<file path="src/rtl/peripheral_root_controller_if.sv">
`default_nettype none
// +--------------------------------------------------------------------------+
// | Module      : peripheral_root_controller_if                              |
// | Description : Bus bundle between the peripheral root controller, the    |
// |               peripheral enable tree below it and the shared             |
// |               clock/power source it sequences.                           |
// | Revision    : 1.0 - initial release                                      |
// +--------------------------------------------------------------------------+
// Signals:
//   tree_request      OR of all child parent_request lines (tree -> root)
//   tree_ready        source running and settled; children may enable
//   tree_silent       tree fully off
//   tree_starting     root powering up the source
//   tree_stopping     children must drop enables
//   source_enable_req request to the clock/power source (root -> source)
//   source_enable_ack source acknowledge (source -> root)
//   source_fault      one-cycle pulse when the source ack is lost
// Modports:
//   master  the root controller
//   slave   the tree / source environment
interface peripheral_root_controller_if;
  logic tree_request;
  logic tree_ready;
  logic tree_silent;
  logic tree_starting;
  logic tree_stopping;
  logic source_enable_req;
  logic source_enable_ack;
  logic source_fault;

  modport master (
    input  tree_request,
    input  source_enable_ack,
    output tree_ready,
    output tree_silent,
    output tree_starting,
    output tree_stopping,
    output source_enable_req,
    output source_fault
  );

  modport slave (
    output tree_request,
    output source_enable_ack,
    input  tree_ready,
    input  tree_silent,
    input  tree_starting,
    input  tree_stopping,
    input  source_enable_req,
    input  source_fault
  );
endinterface
`default_nettype wire

</file>
<file path="src/rtl/peripheral_root_controller.sv">
`default_nettype none
// +--------------------------------------------------------------------------+
// | Module      : peripheral_root_controller                                 |
// | Description : Root node of the peripheral enable tree. Sequences a      |
// |               shared clock/power source through an enable req/ack       |
// |               handshake, waits a settle delay after ack, tolerates a    |
// |               short idle hold-off, then drains the tree and shuts the    |
// |               source down.                                              |
// | Revision    : 1.0 - initial release                                      |
// +--------------------------------------------------------------------------+
// Parameters:
//   SETTLE_CYCLES  cycles spent settling after ack rises (0 skips settling)
//   IDLE_CYCLES    cycles of absent request tolerated before draining
//                  (0 drains immediately)
//   COUNTER_WIDTH  width of the shared down-counter; both delays must fit
// Ports:
//   clock         single clock, rising edge
//   async_resetn  asynchronous active-low reset
//   bus           master side of peripheral_root_controller_if
module peripheral_root_controller #(
  parameter int SETTLE_CYCLES = 16,
  parameter int IDLE_CYCLES   = 8,
  parameter int COUNTER_WIDTH = 8
) (
  input  logic                          clock,
  input  logic                          async_resetn,
  peripheral_root_controller_if.master  bus
);

  typedef enum logic [2:0] {
    ST_OFF      = 3'd0,
    ST_WAKE     = 3'd1,
    ST_SETTLE   = 3'd2,
    ST_READY    = 3'd3,
    ST_HOLD     = 3'd4,
    ST_DRAIN    = 3'd5,
    ST_SHUTDOWN = 3'd6
  } state_t;

  localparam logic [COUNTER_WIDTH-1:0] c_settle_load = COUNTER_WIDTH'(SETTLE_CYCLES);
  localparam logic [COUNTER_WIDTH-1:0] c_idle_load   = COUNTER_WIDTH'(IDLE_CYCLES);
  // Two quiet cycles cover the children's one-cycle enable delay.
  localparam logic [COUNTER_WIDTH-1:0] c_drain_load  = COUNTER_WIDTH'(2);
  localparam logic [COUNTER_WIDTH-1:0] c_one         = COUNTER_WIDTH'(1);
  localparam bit                       c_skip_settle = (SETTLE_CYCLES == 0);
  localparam bit                       c_skip_hold   = (IDLE_CYCLES == 0);

  state_t                     state_q, state_d;
  logic [COUNTER_WIDTH-1:0]   cnt_q,   cnt_d;
  logic                       fault_q, fault_d;

  always_ff @(posedge clock or negedge async_resetn) begin
    if (!async_resetn) begin
      state_q <= ST_OFF;
      cnt_q   <= '0;
      fault_q <= 1'b0;
    end else begin
      state_q <= state_d;
      cnt_q   <= cnt_d;
      fault_q <= fault_d;
    end
  end

  always_comb begin
    state_d = state_q;
    cnt_d   = cnt_q;
    fault_d = 1'b0;
    case (state_q)
      ST_OFF: begin
        if (bus.tree_request) state_d = ST_WAKE;
      end
      ST_WAKE: begin
        if (bus.source_enable_ack) begin
          if (c_skip_settle) begin
            state_d = ST_READY;
          end else begin
            state_d = ST_SETTLE;
            cnt_d   = c_settle_load;
          end
        end
      end
      // In SETTLE/READY/HOLD the source has already acknowledged, so a low
      // ack means it was lost; that outranks every other transition.
      ST_SETTLE: begin
        if (!bus.source_enable_ack) begin
          state_d = ST_WAKE;
          fault_d = 1'b1;
        end else if (cnt_q == c_one) begin
          state_d = ST_READY;
        end else begin
          cnt_d = cnt_q - c_one;
        end
      end
      ST_READY: begin
        if (!bus.source_enable_ack) begin
          state_d = ST_WAKE;
          fault_d = 1'b1;
        end else if (!bus.tree_request) begin
          if (c_skip_hold) begin
            state_d = ST_DRAIN;
            cnt_d   = c_drain_load;
          end else begin
            state_d = ST_HOLD;
            cnt_d   = c_idle_load;
          end
        end
      end
      ST_HOLD: begin
        if (!bus.source_enable_ack) begin
          state_d = ST_WAKE;
          fault_d = 1'b1;
        end else if (bus.tree_request) begin
          state_d = ST_READY;
        end else if (cnt_q == c_one) begin
          state_d = ST_DRAIN;
          cnt_d   = c_drain_load;
        end else begin
          cnt_d = cnt_q - c_one;
        end
      end
      ST_DRAIN: begin
        // Any request restarts the quiet window; it never aborts the drain.
        if (bus.tree_request) begin
          cnt_d = c_drain_load;
        end else if (cnt_q == c_one) begin
          state_d = ST_SHUTDOWN;
        end else begin
          cnt_d = cnt_q - c_one;
        end
      end
      ST_SHUTDOWN: begin
        if (!bus.source_enable_ack) state_d = ST_OFF;
      end
      default: begin
        state_d = ST_OFF;
      end
    endcase
  end

  assign bus.tree_silent       = (state_q == ST_OFF);
  assign bus.tree_starting     = (state_q == ST_WAKE)  || (state_q == ST_SETTLE);
  assign bus.tree_ready        = (state_q == ST_READY) || (state_q == ST_HOLD);
  assign bus.tree_stopping     = (state_q == ST_DRAIN) || (state_q == ST_SHUTDOWN);
  assign bus.source_enable_req = (state_q != ST_OFF)   && (state_q != ST_SHUTDOWN);
  assign bus.source_fault      = fault_q;

endmodule
`default_nettype wire

</file>
<file path="src/flat_wrapper.sv">
// flat-port wrapper written by rule: the top's interface ports become plain ports
module peripheral_root_controller_flat 
#(
  parameter int SETTLE_CYCLES = 16,
  parameter int IDLE_CYCLES   = 8,
  parameter int COUNTER_WIDTH = 8
)
  (clock, async_resetn, bus_tree_request, bus_source_enable_ack, bus_tree_ready, bus_tree_silent, bus_tree_starting, bus_tree_stopping, bus_source_enable_req, bus_source_fault);
  peripheral_root_controller_if bus_i ();
  input  logic clock;
  input  logic async_resetn;
  input wire logic [$bits(bus_i.tree_request)-1:0] bus_tree_request;
  input wire logic [$bits(bus_i.source_enable_ack)-1:0] bus_source_enable_ack;
  output wire logic [$bits(bus_i.tree_ready)-1:0] bus_tree_ready;
  output wire logic [$bits(bus_i.tree_silent)-1:0] bus_tree_silent;
  output wire logic [$bits(bus_i.tree_starting)-1:0] bus_tree_starting;
  output wire logic [$bits(bus_i.tree_stopping)-1:0] bus_tree_stopping;
  output wire logic [$bits(bus_i.source_enable_req)-1:0] bus_source_enable_req;
  output wire logic [$bits(bus_i.source_fault)-1:0] bus_source_fault;
  assign bus_i.tree_request = bus_tree_request;
  assign bus_i.source_enable_ack = bus_source_enable_ack;
  assign bus_tree_ready = bus_i.tree_ready;
  assign bus_tree_silent = bus_i.tree_silent;
  assign bus_tree_starting = bus_i.tree_starting;
  assign bus_tree_stopping = bus_i.tree_stopping;
  assign bus_source_enable_req = bus_i.source_enable_req;
  assign bus_source_fault = bus_i.source_fault;
  peripheral_root_controller #(.SETTLE_CYCLES(SETTLE_CYCLES), .IDLE_CYCLES(IDLE_CYCLES), .COUNTER_WIDTH(COUNTER_WIDTH)) u_core (.clock(clock), .async_resetn(async_resetn), .bus(bus_i));
endmodule
</file>
<file path="config.mk">
export PLATFORM = sky130hd
export DESIGN_NAME = peripheral_root_controller_flat
export DESIGN_NICKNAME = d
export VERILOG_FILES = /design/src/rtl/peripheral_root_controller_if.sv /design/src/rtl/peripheral_root_controller.sv /design/src/flat_wrapper.sv
export SDC_FILE = /design/constraint.sdc
export NUM_CORES = 1
export LEC_CHECK = 0
export CORE_MARGIN = 1
export CORE_UTILIZATION = 30
export CTS_BUF_LIST = sky130_fd_sc_hd__clkbuf_2 sky130_fd_sc_hd__clkbuf_4 sky130_fd_sc_hd__clkbuf_8
export DETAILED_ROUTE_END_ITERATION = 8
export GPL_TIMING_DRIVEN = 1
export PLACE_DENSITY = 0.47
export RECOVER_POWER = 25
export SYNTH_ARGS = -nofsm -noshare
export SYNTH_HDL_FRONTEND = slang
export SYNTH_SLANG_ARGS = --single-unit
</file>
<file path="constraint.sdc">
create_clock -name clock -period 2.45 [get_ports clock]
set_input_delay 0.3675 -clock clock [delete_from_list [all_inputs] [get_ports clock]]
set_output_delay 0.3675 -clock clock [all_outputs]
set_load 0.005 [all_outputs]
</file>
==> results.cfg, run 1 <==
[run_status]
outcome = finished, final reports clean

[setup_path]
worstPathCellList = nand2b_1, or2_2, o21ai_0, clkdlybuf4s50_1
cp_max_fo = 8
max_stage_delay_ns = 0.53
cp.arrival_ns = 1.89
crit_type = flop to output port
start_kind = flop
cp-end-kind = output port
cp.required_ns = 2.08
slowest_stage = dfrtp_1

[timing]
rsz0062_at_grt = no
fmax_mhz = 442
setup_viol_count_final = 0
slew_violations = 0
layout_min_cycle_time_ns = 2.26
worstMarginPinSlew_ns = 0.585
period_share_pct = 92.3
fin_skew_ns = 0.00171
setup_tns_ns = 0
relSlewSlack_pct = 60.9
hold_viol = 0

[die]
core_area_sq_um = 3150
die_h_um = 60.5
die_x_um = 60.5
ioPinCount = 10
dieArea_sq_um = 3660
start_util_pct = 32.5
num_rows = 20

[grt]
grt_pass1_wl_um = 4060
grt_start_max_net_pins = 20
grt_pass1_vias = 875
grt.overflow.total = 0
track_usage_pct = 15.3
antenna_found_initial = 0

[clock_network]
postCtsResizedCells = 0
clk_latency_ns = 0.27
postCtsSetupBuffers = 0
cts_buffers = 3
cts_sinks = 12
clockRootBuffer = clkbuf_4
clkSlewWorstSetupHoldPaths_ns = 0.07
cts_max_path_buffers = 2
ctsHtreeMaxLevel = 1
cts_tree = done
cts_hold_buf = 0

[routing]
vias_per_cell = 5.46
via_count = 929
drc = 0
dr.pass1.iters = 4
ant_nets = 0
wire_per_inst_um = 13.8
routed_wl_um = 2350
drt_iter0_drc = 25

[power]
p_int_mw = 0.922
p_switching_mw = 0.839
power.density_nw_per_um2 = 1500
clkPwrFrac_pct = 6.7
total_leakage_power_nw = 0.480
seqPwrFrac_pct = 23.5
comb_power_share_pct = 69.8
switching_share_pct = 47.6
peakVddDrop_v = 0.000572

[synthesis]
ys_ff_latch = 12
syn_avg_cell_area_sq_um = 8.84
syn-cell-area_sq_um = 1030
synth_top_area_share_pct = 29.3
synth_edf_count = 0
syn_nets = 124
yosys_warnings = 0
async_flop_share_pct = 100
yosysTopAreaCell = dfrtp_1
ys_top_cells_by_area = dfrtp_1 (29%), ha_1 (4.9%), o21ai_0 (4.9%)
yosysUniqueCellTypes = 48
syn-instance-count = 116
ys_seq_area_share_pct = 29.3
yosys_most_used_dff = dfrtp_1

[cells_and_area]
final_util_pct = 37.3
area_growth_pct = 14.5
n_fill_cell = 339
final_cell_mix = dfrtp_1 (12), nand2_1 (10), o21ai_0 (10)
layout-drive-gt1-share_pct = 17.5
mostFrequentLayoutCell = dfrtp_1
instances_no_fill = 170
diodes = 0
final_nets = 136

[job]
drv_cap = 0

[placed_design]
dp.final_hpwl_um = 1750
dp.cells = 167
port_buffers = 9
place_congestion = 0.779

[worst_hold_path]
min_path_type = input pin to asynchronous set/reset pin
worst max-delay path, delay by kind of cell, from the launching register on:
family / cells / cell delay [ns]
buffers and inverters: 1 / 0.51
AND/OR/NAND/NOR: 2 / 0.50
flip-flops: 1 / 0.53
AO/OA/AOI/OAI: 1 / 0.08
registers in the layout, summed over array words and instances (netlist names):
register	flops
u_core.cnt_q	8
u_core.state_q	3
u_core.bus.source_fault	1
power groups by stage:
stage / clock [mW] / sequential, mW / combinational [mW]
floorplan: 0 / 0.379 / 0.957
global placement: 0 / 0.413 / 1.23
detailed placement: 0 / 0.414 / 1.22
CTS: 0.130 / 0.409 / 1.24
global route: 0.141 / 0.425 / 1.39
finish: 0.117 / 0.414 / 1.23
synth_stat cells, types with 2 or more instances:
cell / count
inv_1: 5
a31oi_1: 2
mux2i_1: 2
nor2_1: 4
a22o_1: 2
nand3_1: 8
nor2b_1: 3
a21oi_1: 4
o31ai_1: 2
nor4_1: 2
nand2_1: 10
clkbuf_1: 2
dfrtp_1: 12
nand2b_1: 2
nor3_1: 4
and3_1: 2
ha_1: 4
o21ai_0: 10
a211oi_1: 2
a32o_1: 2
o22ai_1: 3
buf_6: 3
layout make-up:
class	instances	area, sq um	share of cell area, %
flip-flops and latches	12	300	25.6
inverters	5	18.8	1.60
well taps	44	55.1	4.69
clock buffers	3	22.5	1.92
multi-input cells	93	658	56.0
repair buffers	13	120	10.2
layer usage:
layer | part of all wire [%] | global-route usage [%]
met2 | 44 | 23.5
met1 | 51 | 21.4
met3 | 4.9 | 4.48
met4 | 0 | 2.92
met5 | 0 | 0
stage by stage:
stage                     power, mW  setup slack (ns)  hold slack [ns]  area (sq um)
after floorplan                1.34             0.643           0.0719          1030
final                          1.76             0.189            0.527          1170
after global placement         1.65             0.287            0.580          1150
after detailed placement       1.64             0.247            0.576          1150
after CTS                      1.77             0.185            0.478          1170
after global routing           1.96            0.0545            0.566          1170
worst paths after layout:
path	from	end	slack (ns)	cells past startpoint
max	u_core.state_q[1]	bus_tree_ready	0.19	4
min	async_resetn	u_core.bus.source_fault	0.53	1
max reg2reg	u_core.cnt_q[1]	u_core.cnt_q[0]	0.31	10
min reg2reg	u_core.cnt_q[7]	u_core.cnt_q[7]	0.59	1
max in group asynchronous	async_resetn	u_core.state_q[2]	1.56	1
min in group clock	u_core.cnt_q[7]	u_core.cnt_q[7]	0.59	1
kinds of logic after synthesis:
| family | count (synthesis) | synth area share, % |
|---|---|---|
| flip-flops | 12 | 29.3 |
| adder cells (fa/ha/maj) | 4 | 4.88 |
| AND/OR/NAND/NOR | 45 | 26.2 |
| multiplexers | 4 | 4.51 |
| AO/OA/AOI/OAI | 39 | 27.7 |
| XOR/XNOR | 1 | 0.854 |
| buffers and inverters | 11 | 6.59 |
No activity file was read; power rests on OpenSTA's default activity.
==> run 2: changes to the inputs <==
--- a/config.mk
+++ b/config.mk
@@ -5,9 +5,10 @@
 export SDC_FILE = /design/constraint.sdc
 export NUM_CORES = 1
 export LEC_CHECK = 0
-export CORE_MARGIN = 1
+export CORE_MARGIN = 2
 export CORE_UTILIZATION = 30
 export CTS_BUF_LIST = sky130_fd_sc_hd__clkbuf_2 sky130_fd_sc_hd__clkbuf_4 sky130_fd_sc_hd__clkbuf_8
+export CTS_CLUSTER_DIAMETER = 30
 export DETAILED_ROUTE_END_ITERATION = 8
 export GPL_TIMING_DRIVEN = 1
 export PLACE_DENSITY = 0.47
==> run 2 against run 1 <==
First-iteration DRC count rose by 84%. Design area rose by 1.4%. Total power rose by 2.6%. Global-route usage fell by 2.0 points. Critical path depth did not move. Sequential share of layout area fell by 0.35 points. Largest cell class unchanged. Largest power group unchanged.
==> results.cfg, run 2 (synthesis gave the netlist of run 1 again) <==
[power]
power.density_nw_per_um2 = 1520
total_leakage_power_nw = 0.487
peakVddDrop_v = 0.000706

[cells_and_area]
top_register = u_core.cnt_q
fin_area_sq_um = 1190
mostFrequentLayoutCell = dfrtp_1
layout-drive-gt1-share_pct = 18.1
final_nets = 136
area_growth_pct = 16.1
largest_register_ffs = 8
final_cell_mix = dfrtp_1 (12), nand2_1 (10), o21ai_0 (10)
diodes = 0

[clock_network]
postCtsResizedCells = 0
cts_sinks = 12
ctsHtreeMaxLevel = 1
cts_tree = done
clkSlewWorstSetupHoldPaths_ns = 0.09
postCtsSetupBuffers = 0
cts_hold_buf = 0
cts_max_path_buffers = 2
cts_buffers = 3
clk_latency_ns = 0.28
clockRootBuffer = clkbuf_4

[grt]
grt_pass1_wl_um = 4150
antenna_found_initial = 0
grt.overflow.total = 0
track_usage_pct = 13.2
grt_start_max_net_pins = 17
grt_pass1_vias = 876

[timing]
setup_tns_ns = 0
layout_min_cycle_time_ns = 2.26
setup_ws_ns = 0.187
fmax_mhz = 442
slew_violations = 0
hold_viol = 0
rsz0062_at_grt = no
period_share_pct = 92.4
worstMarginPinSlew_ns = 0.590
setup_viol_count_final = 0
relSlewSlack_pct = 60.6
fin_skew_ns = 0.0119

[placed_design]
dpl-instance-area_sq_um = 1150
port_buffers = 9
dp.final_hpwl_um = 1880
place_congestion = 0.772
post-place-ws_ns = 0.224

[setup_path]
start_kind = flop
r2r-end = u_core.cnt_q[0]
crit_end = bus_tree_ready
cp.required_ns = 2.08
crit_type = flop to output port
cp-end-kind = output port
cp-startpoint = u_core.state_q[0]
r2r_slack_ns = 0.32
cp.arrival_ns = 1.90
cp_max_fo = 9
r2r_start = u_core.cnt_q[1]
r2r_cells = 10

[die]
ioPinCount = 10
num_rows = 21
die_h_um = 62.5
start_util_pct = 31.0
dieArea_sq_um = 3900
core_area_sq_um = 3310
die_x_um = 62.5

[routing]
routed_wl_um = 2470
vias_per_cell = 5.38
dr.pass1.iters = 4
via_count = 931
drc = 0
drt_iter0_drc = 46
ant_nets = 0
wire_per_inst_um = 14.2

[run_status]
outcome = finished, final reports clean

[job]
drv_cap = 0

[worst_hold_path]
min_path_type = input pin to asynchronous set/reset pin
==> run 2: cell count changes in the layout (fill, tap and decap cells not counted), sizes merged <==
cell,delta
clkbuf,+1
==> run 2: worst min path at each step <==
| stage | cells past startpoint | from | slack [ns] | endpoint |
|---|---|---|---|---|
| 2_1_floorplan | 0 | async_resetn | 0.07 | u_core.bus.source_fault |
| 6_report | 1 | async_resetn | 0.52 | u_core.bus.source_fault |
| 4_1_cts | 1 | async_resetn | 0.47 | u_core.cnt_q[0] |
| 3_5_place_dp | 1 | u_core.cnt_q[7] | 0.57 | u_core.cnt_q[7] |
| 5_1_grt | 1 | async_resetn | 0.56 | u_core.bus.source_fault |
| 3_3_place_gp | 1 | u_core.cnt_q[7] | 0.57 | u_core.cnt_q[7] |
==> run 2: critical path, stage by stage, from the launching register on <==
cell	delay, ns
dfrtp_1	0.49
inv_1	0.17
or2_2	0.36
o21ai_0	0.09
clkdlybuf4s50_1	0.52
==> run 2: report_power, final <==
| part | internal (mW) | switching [mW] | leakage [nW] | total (mW) |
|---|---|---|---|---|
| clock | 0.0903 | 0.0713 | 0.0210 | 0.162 |
| sequential | 0.286 | 0.132 | 0.158 | 0.418 |
| combinational | 0.579 | 0.649 | 0.309 | 1.23 |
==> run 2: per-layer routing <==
metal	wire length, um	vias up	track usage [%]
li1	-	458	-
met3	74	2	3.24
met1	1270	459	18.3
met4	20	0	2.50
met2	1110	12	21.1
met5	0	-	0
==> run 2: metrics by stage <==
stage          hold WS [ns]  util (%)  instances  power [mW]
6_report              0.517      36.0        173        1.81
5_1_grt               0.562      36.0        173        1.99
4_1_cts               0.469      36.0        173        1.83
3_5_place_dp          0.574      34.9        169        1.66
3_3_place_gp          0.571      34.9        169        1.65
2_1_floorplan        0.0719         -        116        1.34
==> run 2: layout make-up <==
type	count	area [sq um]
Clock buffer	4	36.3
Fill cell	370	2120
Inverter	5	18.8
Multi-Input combinational cell	93	658
Sequential cell	12	300
Tap cell	46	57.6
Timing Repair Buffer	13	120
